--- src/rtl/ser_pkg.sv ---
// Shared types for the serial word feeder: FSM state encoding, direction codes,
// and a counter-width helper.
package ser_pkg;

  typedef enum logic [2:0] {
    IDLE   = 3'd0,
    SHIFT  = 3'd1,
    PARITY = 3'd2,
    DONE   = 3'd3,
    GAP    = 3'd4
  } ser_state_t;

  localparam logic DIR_LEFT  = 1'b0;
  localparam logic DIR_RIGHT = 1'b1;

  // Width able to hold 0..limit, never narrower than one bit.
  function automatic int unsigned cnt_width(input int unsigned limit);
    return (limit < 2) ? 1 : $clog2(limit + 1);
  endfunction

endpackage

--- src/rtl/ser_bit_counter.sv ---
// Clear/increment counter flagging its LIMIT-1 value; used for both the shift-bit
// count and the post-frame gap count.
module ser_bit_counter
  import ser_pkg::*;
#(
  parameter int unsigned LIMIT = 4
) (
  input  logic clk,
  input  logic rst,
  input  logic clr,
  input  logic inc,
  output logic last
);

  localparam int unsigned W = cnt_width(LIMIT);
  localparam logic [W-1:0] LAST_VAL = W'(LIMIT - 1);

  logic [W-1:0] r_cnt;

  always_ff @(posedge clk or posedge rst) begin
    if (rst) begin
      r_cnt <= '0;
    end else if (clr) begin
      r_cnt <= '0;
    end else if (inc) begin
      r_cnt <= r_cnt + W'(1);
    end
  end

  assign last = (r_cnt == LAST_VAL);

endmodule

--- src/rtl/serial_word_feeder.sv ---
// Parallel-to-serial feeder for a bidirectional shift register: one word per
// valid/ready handshake, one bit per clock. Optional even-parity bit: SER_PARITY_EN.
//
// Handshake: a word is accepted on a rising clk edge where in_valid && in_ready;
// in_ready is high only in IDLE and outside reset, and upstream must hold
// in_valid/in_data/in_dir stable until that edge.
module serial_word_feeder
  import ser_pkg::*;
#(
  parameter int unsigned MSB      = 4,
  parameter int unsigned IDLE_GAP = 0
) (
  input  logic           clk,
  input  logic           rst,
  input  logic           in_valid,
  output logic           in_ready,
  input  logic [MSB-1:0] in_data,
  input  logic           in_dir,
  output logic           sr_d,
  output logic           sr_en,
  output logic           sr_dir,
  output logic           frame_done,
  output logic           busy,
  output ser_state_t     o_dbg_state
);

  localparam int unsigned GAP_LIMIT = (IDLE_GAP > 0) ? IDLE_GAP : 1;

  ser_state_t     r_state;
  ser_state_t     w_next;
  logic [MSB-1:0] r_work;
  logic [MSB-1:0] w_work_nxt;
  logic           r_sr_d;
  logic           r_sr_en;
  logic           r_sr_dir;
  logic           r_frame_done;
  logic           r_busy;
  logic           w_sr_d_nxt;
  logic           w_sr_en_nxt;
  logic           w_sr_dir_nxt;
  logic           w_accept;
  logic           w_bit_last;
  logic           w_gap_last;
`ifdef SER_PARITY_EN
  logic [MSB-1:0] r_shadow;
`endif

  assign in_ready    = (r_state == IDLE) && !rst;
  assign w_accept    = in_valid && in_ready;
  assign o_dbg_state = r_state;

  ser_bit_counter #(.LIMIT(MSB)) u_bit_cnt (
    .clk  (clk),
    .rst  (rst),
    .clr  (w_accept),
    .inc  (r_state == SHIFT),
    .last (w_bit_last)
  );

  ser_bit_counter #(.LIMIT(GAP_LIMIT)) u_gap_cnt (
    .clk  (clk),
    .rst  (rst),
    .clr  (r_state == DONE),
    .inc  (r_state == GAP),
    .last (w_gap_last)
  );

  always_ff @(posedge clk or posedge rst) begin
    if (rst) begin
      r_state <= IDLE;
    end else begin
      r_state <= w_next;
    end
  end

  always_comb begin
    w_next = r_state;
    case (r_state)
      IDLE:   if (w_accept) w_next = SHIFT;
`ifdef SER_PARITY_EN
      SHIFT:  if (w_bit_last) w_next = PARITY;
      PARITY: w_next = DONE;
`else
      SHIFT:  if (w_bit_last) w_next = DONE;
`endif
      DONE:   w_next = (IDLE_GAP > 0) ? GAP : IDLE;
      GAP:    if (w_gap_last) w_next = IDLE;
      default: w_next = IDLE;
    endcase
  end

  // Outputs are registered, so their next values are derived from w_next. r_work
  // always holds the not-yet-sent bits aligned so the next one sits at the send end.
  always_comb begin
    w_sr_dir_nxt = r_sr_dir;
    w_work_nxt   = r_work;
    w_sr_d_nxt   = 1'b0;
    w_sr_en_nxt  = (w_next == SHIFT);
`ifdef SER_PARITY_EN
    w_sr_en_nxt  = w_sr_en_nxt || (w_next == PARITY);
`endif
    if (w_accept) begin
      w_sr_dir_nxt = in_dir;
      w_sr_d_nxt   = (in_dir == DIR_RIGHT) ? in_data[0] : in_data[MSB-1];
      w_work_nxt   = (in_dir == DIR_RIGHT) ? (in_data >> 1) : (in_data << 1);
    end else if (w_next == SHIFT) begin
      w_sr_d_nxt   = (r_sr_dir == DIR_RIGHT) ? r_work[0] : r_work[MSB-1];
      w_work_nxt   = (r_sr_dir == DIR_RIGHT) ? (r_work >> 1) : (r_work << 1);
    end
`ifdef SER_PARITY_EN
    else if (w_next == PARITY) begin
      w_sr_d_nxt   = ^r_shadow;
    end
`endif
  end

  always_ff @(posedge clk or posedge rst) begin
    if (rst) begin
      r_work       <= '0;
      r_sr_d       <= 1'b0;
      r_sr_en      <= 1'b0;
      r_sr_dir     <= 1'b0;
      r_frame_done <= 1'b0;
      r_busy       <= 1'b0;
    end else begin
      r_work       <= w_work_nxt;
      r_sr_d       <= w_sr_d_nxt;
      r_sr_en      <= w_sr_en_nxt;
      r_sr_dir     <= w_sr_dir_nxt;
      r_frame_done <= (w_next == DONE);
      r_busy       <= (w_next != IDLE);
    end
  end

`ifdef SER_PARITY_EN
  always_ff @(posedge clk or posedge rst) begin
    if (rst) begin
      r_shadow <= '0;
    end else if (w_accept) begin
      r_shadow <= in_data;
    end
  end
`endif

  assign sr_d       = r_sr_d;
  assign sr_en      = r_sr_en;
  assign sr_dir     = r_sr_dir;
  assign frame_done = r_frame_done;
  assign busy       = r_busy;

endmodule

--- config.mk ---
export PLATFORM = sky130hd
export DESIGN_NAME = serial_word_feeder
export DESIGN_NICKNAME = d
export VERILOG_FILES = /design/src/rtl/ser_pkg.sv /design/src/rtl/ser_bit_counter.sv /design/src/rtl/serial_word_feeder.sv
export SDC_FILE = /design/constraint.sdc
export NUM_CORES = 1
export LEC_CHECK = 0
export CELL_PAD_IN_SITES_DETAIL_PLACEMENT = 0
export CELL_PAD_IN_SITES_GLOBAL_PLACEMENT = 1
export CORE_MARGIN = 2
export CORE_UTILIZATION = 35
export CTS_CLUSTER_SIZE = 28
export DETAILED_ROUTE_END_ITERATION = 12
export PLACE_DENSITY_LB_ADDON = 0.1
export SKIP_LAST_GASP = 1
export SLEW_MARGIN = 40
export SYNTH_ARGS = -nofsm -noshare
export SYNTH_HDL_FRONTEND = slang
export SYNTH_SLANG_ARGS = --single-unit
--- constraint.sdc ---
create_clock -name clk -period 1.8 [get_ports clk]
set_input_delay 0.36 -clock clk [delete_from_list [all_inputs] [get_ports clk]]
set_output_delay 0.36 -clock clk [all_outputs]
set_load 0.02 [all_outputs]
# == Word-level counts from Yosys, hierarchy flattened ==
# Cells that the tools add are included.
# totals
register_bits,16
inputBits,8
out_inout_bits,9
word_cells,41
# classes
addsub,2
eq_ne,6
muxes,16
reduce_logical,8
# op_table
op,count
4-bit 2-to-1 mux,4
3-bit 2-to-1 mux,5
"3-bit by 2-bit equality test with 1-bit output, second input constant",3
3-bit one-hot mux with 3 select lines,1
"3-bit by 1-bit equality test with 1-bit output, second input constant",2
1-bit 2-to-1 mux,6
2-bit nonzero test,3
"3-bit by 1-bit adder with 3-bit output, second input constant",1
"3-bit equality test, second input constant",1
3-bit zero test,1
3-bit nonzero test,1
1-bit logical AND,2
"1-bit adder, second input constant",1
1-bit zero test,1

# == Logic depth before layout (Yosys ltp) ==
# depth
depth_word,8
depth_mapped,5
ltp_nobuf,5

# == Hierarchy ==
# A second synthesis with hierarchy kept.
# hier_totals
hier_cells,74
area_unflattened_um2,819.5
# by_module_without_submodules
mod,instances,cells_each,area_per_inst_um2,seq_area_each_um2
serial_word_feeder,1,56,629.4,300.3
ser_bit_counter at u_bit_cnt,1,13,145.1,75.1
ser_bit_counter at u_gap_cnt,1,5,45.0,25.0

# == Worst setup path before layout ==
# OpenSTA, ideal clock, no wires.
# synth_path
path_kind,register to output
start,register r_state[0] (netlist: o_dbg_state[0])
end,output port in_ready
arrival_ns,1.339
required_ns,1.440
path_slack_ns,0.101
stages_incl_launch_ff,3
n_path_buf,1
cell_sequence,dfrtp_1 -> buf_6 -> nor4_1
# synth_between
elab_chain_cells,2
# synth_rtl
item,line,text
"start, declared",serial_word_feeder.sv:29,ser_state_t r_state;
"start signal, assigned",serial_word_feeder.sv:72,r_state <= w_next;
3-bit zero test,serial_word_feeder.sv:48,assign in_ready = (r_state == IDLE) && !rst;
1-bit logical AND,serial_word_feeder.sv:48,
"end, declared",serial_word_feeder.sv:16,"output logic in_ready,"
# Every way passes these cells.

# == Final worst setup path ==
# layout_path
start,register r_sr_dir (netlist: sr_dir)
end,output port sr_dir
# layout_rtl
item,line,text
"start, declared",serial_word_feeder.sv:35,logic r_sr_dir;
"start signal, assigned",serial_word_feeder.sv:129,r_sr_dir <= w_sr_dir_nxt;
"end, declared",serial_word_feeder.sv:21,"output logic sr_dir,"
# No word-level cell between the ends.

==> summary.md <==
| Metric | Value |
|---|---|
| Top layer in use | met4 |
| CTS Buf Count | 3 |
| Worst path slowest cell | clkdlybuf4s50_1 |
| Root Buffer | clkbuf_4 |
| Max-slew headroom | between 80% and 90% |
| Routed vias/inst | between 4 and 5 |
| Crit share post-route | 95.34% |
| Num rows | 17 |
| Syn Nets | between 80 and 90 |
| Pre-antenna DRT Iters | 4 |
| CP Launch Point | sr_dir |
| Placed Cells | 123 |
| Setup bufs post-CTS | 0 |
| Worst setup EP type | output pin |
| Crit path max fanout | 7 |
| Sink Count | 16 |
| Fmax | 582.7 MHz |
| Avg Inst Size Synth | about 11 µm² |
| CTS H-tree lvls | 1 |
| CP arrival | 1.36 ns |
| DRT iter0 DRCs | 11 |
| Hold WC Path Type | in -> async |
| Maximum capacitance violations | 0 |
| Vias in the first global route | 594 |
| Commonest cells after routing, fill and taps aside | dfrtp_1, buf_4, clkdlybuf4s50_1 |
| Slew @ Worst Pin | 0.2406 ns |
| Seq/Total Area, Yosys | between 40% and 50% |
| Antenna violations before repair | 0 |
| Post-Syn Area | 813.3 µm² |
| DRC | 0 |
| WL met3 | 79 µm |
| Worst path depth | 1 |
| CP endpoint | sr_dir |
| Total GRT Usage | 13.73% |
| Clk_skew | 0.002675 ns |
| CP Data Required Time | 1.44 ns |
| P per Cell Area | 1512 mW/mm² |
| CTS tree | done |
| Tmin final | 1.716 ns |
| Post-Route WL | approximately 1500 µm |
| Nets | 110 |
| Worst vdd ir | 0.0009086 V |
| Synthesized instance count | 71 |
| Most common cell after layout, fill and taps aside | dfrtp_1 |
| Final Hold Vio Count | 0 |
| Final cell count without fillers | roughly 130 |
| Setup crit start kind | register |
| Starting density of the core | a little under two fifths |
| Die width | 52.21 µm |
| Yosys warns | 0 |
| Worst setup path category | reg -> out |
| Leakage | 0.5506 nW |
| Crit-path cells | clkdlybuf4s50_1 |
| Reg2reg start | u_bit_cnt.r_cnt[0] |
| Core area | 0.002212 mm² |
| Ant. Diodes | 0 |
| Layout cells sized above 1 | about 27% |
| Final setup fails | 0 |
| Setup TNS | 0 ns |
| Buffers on Ports | 16 |
| P&R area growth vs syn | 36.62% |
| Critical register-to-register path endpoint | r_work[1] |
| Die area | 0.002725 mm² |
| Die height | 52.21 µm |
| Antenna viol nets, final | 0 |
| WHS | 0.5288 ns |
| Clock-pin transition on the worst setup and hold timing paths | 0.09 ns |
| Largest delay share family, worst path | buffers and inverters |
| Max stage delay on crit path | 0.62 ns |
| Unique masters post-synth | 26 |
| CP Buf/Inv Count | 1 |
| Reg2reg setup slack | 0.24 ns |
| M1 WL | 705 µm |
| Outcome | finished, final reports clean |
| Cts hold-fix bufs | 0 |
| Fin util | 50.23% |
| Met2 WL | roughly 730 µm |
| Num ports | 17 |
| Clock Path Buffers | 2 |
| Clk_lat worst skew | between 0.2 and 0.3 ns |
| Post-DP HPWL | 1207 µm |
| DR WL/cell | 12.05 µm |
| Slew Limit Fails | 0 |
| First-pass GRT wire length | ~2700 µm |
| GP Congestion | 0.7887 |
| RSZ-0062 raised after global routing | false |
| Via count | 623 |
| Largest net degree at the start of global routing | 17 |
| Gr ovfl total | 0 |
| Worst reg2reg path depth | 5 |
| Design Power | between 1.5 and 2 mW |
| Yosys reg bits | 16 |
-- cell families (layout without fill, tap and decap cells) --
| kind of cell | Yosys count | count (layout) | share of synthesized area (%) |
|---|---|---|---|
| compound gates | 9 | 9 | 7.231 |
| xor+xnor | 1 | 1 | 1.077 |
| fa+ha+maj | 2 | 2 | 3.076 |
| buf+inv | 8 | 36 | 5.692 |
| flops | 16 | 16 | 49.23 |
| mux | 12 | 12 | 15.85 |
| simple gates | 23 | 23 | 17.85 |
-- cell usage after synthesis (all sizes together) --
| cell type | instances | area (µm²) |
|---|---|---|
| nor4 | 2 | 27.53 |
| nor3 | 1 | 5.000 |
| a41oi | 2 | 17.52 |
| inv | 3 | 11.26 |
| nand3 | 2 | 10.01 |
| a21oi | 5 | 25.02 |
| or2 | 1 | 6.260 |
| a311oi | 1 | 8.760 |
| ha | 2 | 25.02 |
| nand2b | 2 | 20.02 |
| dfrtp | 16 | 400.4 |
| nand3b | 2 | 15.01 |
| or3b | 1 | 8.760 |
| clkbuf | 2 | 7.510 |
| nor2 | 4 | 15.01 |
| and3 | 3 | 18.77 |
| o31ai | 1 | 7.510 |
| mux2 | 4 | 45.04 |
| nand2 | 5 | 18.77 |
| xor2 | 1 | 8.760 |
| mux2i | 8 | 83.83 |
| buf | 3 | 27.52 |
-- cell type report --
cell class	instances	area (µm²)
multi-input combinational	47	366.6
clock buffer	4	36.28
timing repair buffer	29	260.3
fill	215	1101
sequential	16	401.6
inverter	3	11.26
tap	28	35.03
-- worst register-to-register path: stages, from the launching register on --
cell     delay [ns]
dfrtp_1        0.40
ha_1           0.20
ha_1           0.21
mux2i_2        0.18
nand2_1        0.16
mux2_2         0.30
-- state kept, by name, indices dropped and copies added (netlist names) --
name             flops
busy                 1
frame_done           1
o_dbg_state          3
r_work               4
sr_d                 1
sr_dir               1
sr_en                1
u_bit_cnt.r_cnt      3
u_gap_cnt.r_cnt      1
-- stage by stage --
stage	setup WS [ns]	area, µm²
after floorplan	0.1008	813.3
after global placement	-0.1458	1071
after detailed placement	-0.2070	1071
after CTS	0.02640	1106
after global routing	0.02879	1111
final	0.08395	1111
-- routing by layer --
layer  global-route usage (%)  up-vias
met3                    5.429        2
li1                         -      305
met4                    3.846        0
met1                    17.72      305
met5                        0        -
met2                    21.31       11
-- power by group --
part	switching, mW	internal, mW	total, mW
clock network	0.107	0.123	0.230
logic	0.401	0.447	0.847
registers	0.0940	0.509	0.603
-- how the worst min path moves through the flow --
stage                                     to  slack (ns)  depth (start not counted)
final                         o_dbg_state[0]        0.53                          4
after floorplan                         busy        0.27                          1
after global routing          o_dbg_state[0]        0.57                          4
after detailed placement  u_bit_cnt.r_cnt[1]        0.52                          2
after global placement    u_bit_cnt.r_cnt[1]        0.51                          2
after CTS                     o_dbg_state[0]        0.53                          4
-- what timing repair did --
| item | 4_1_cts | 5_1_grt |
|---|---|---|
| gates resized for setup | 3 | 2 |
| endpoints found under the setup margin | 3 | 2 |
| gates cloned | 0 | 0 |
No activity file was read; power rests on OpenSTA's default activity.
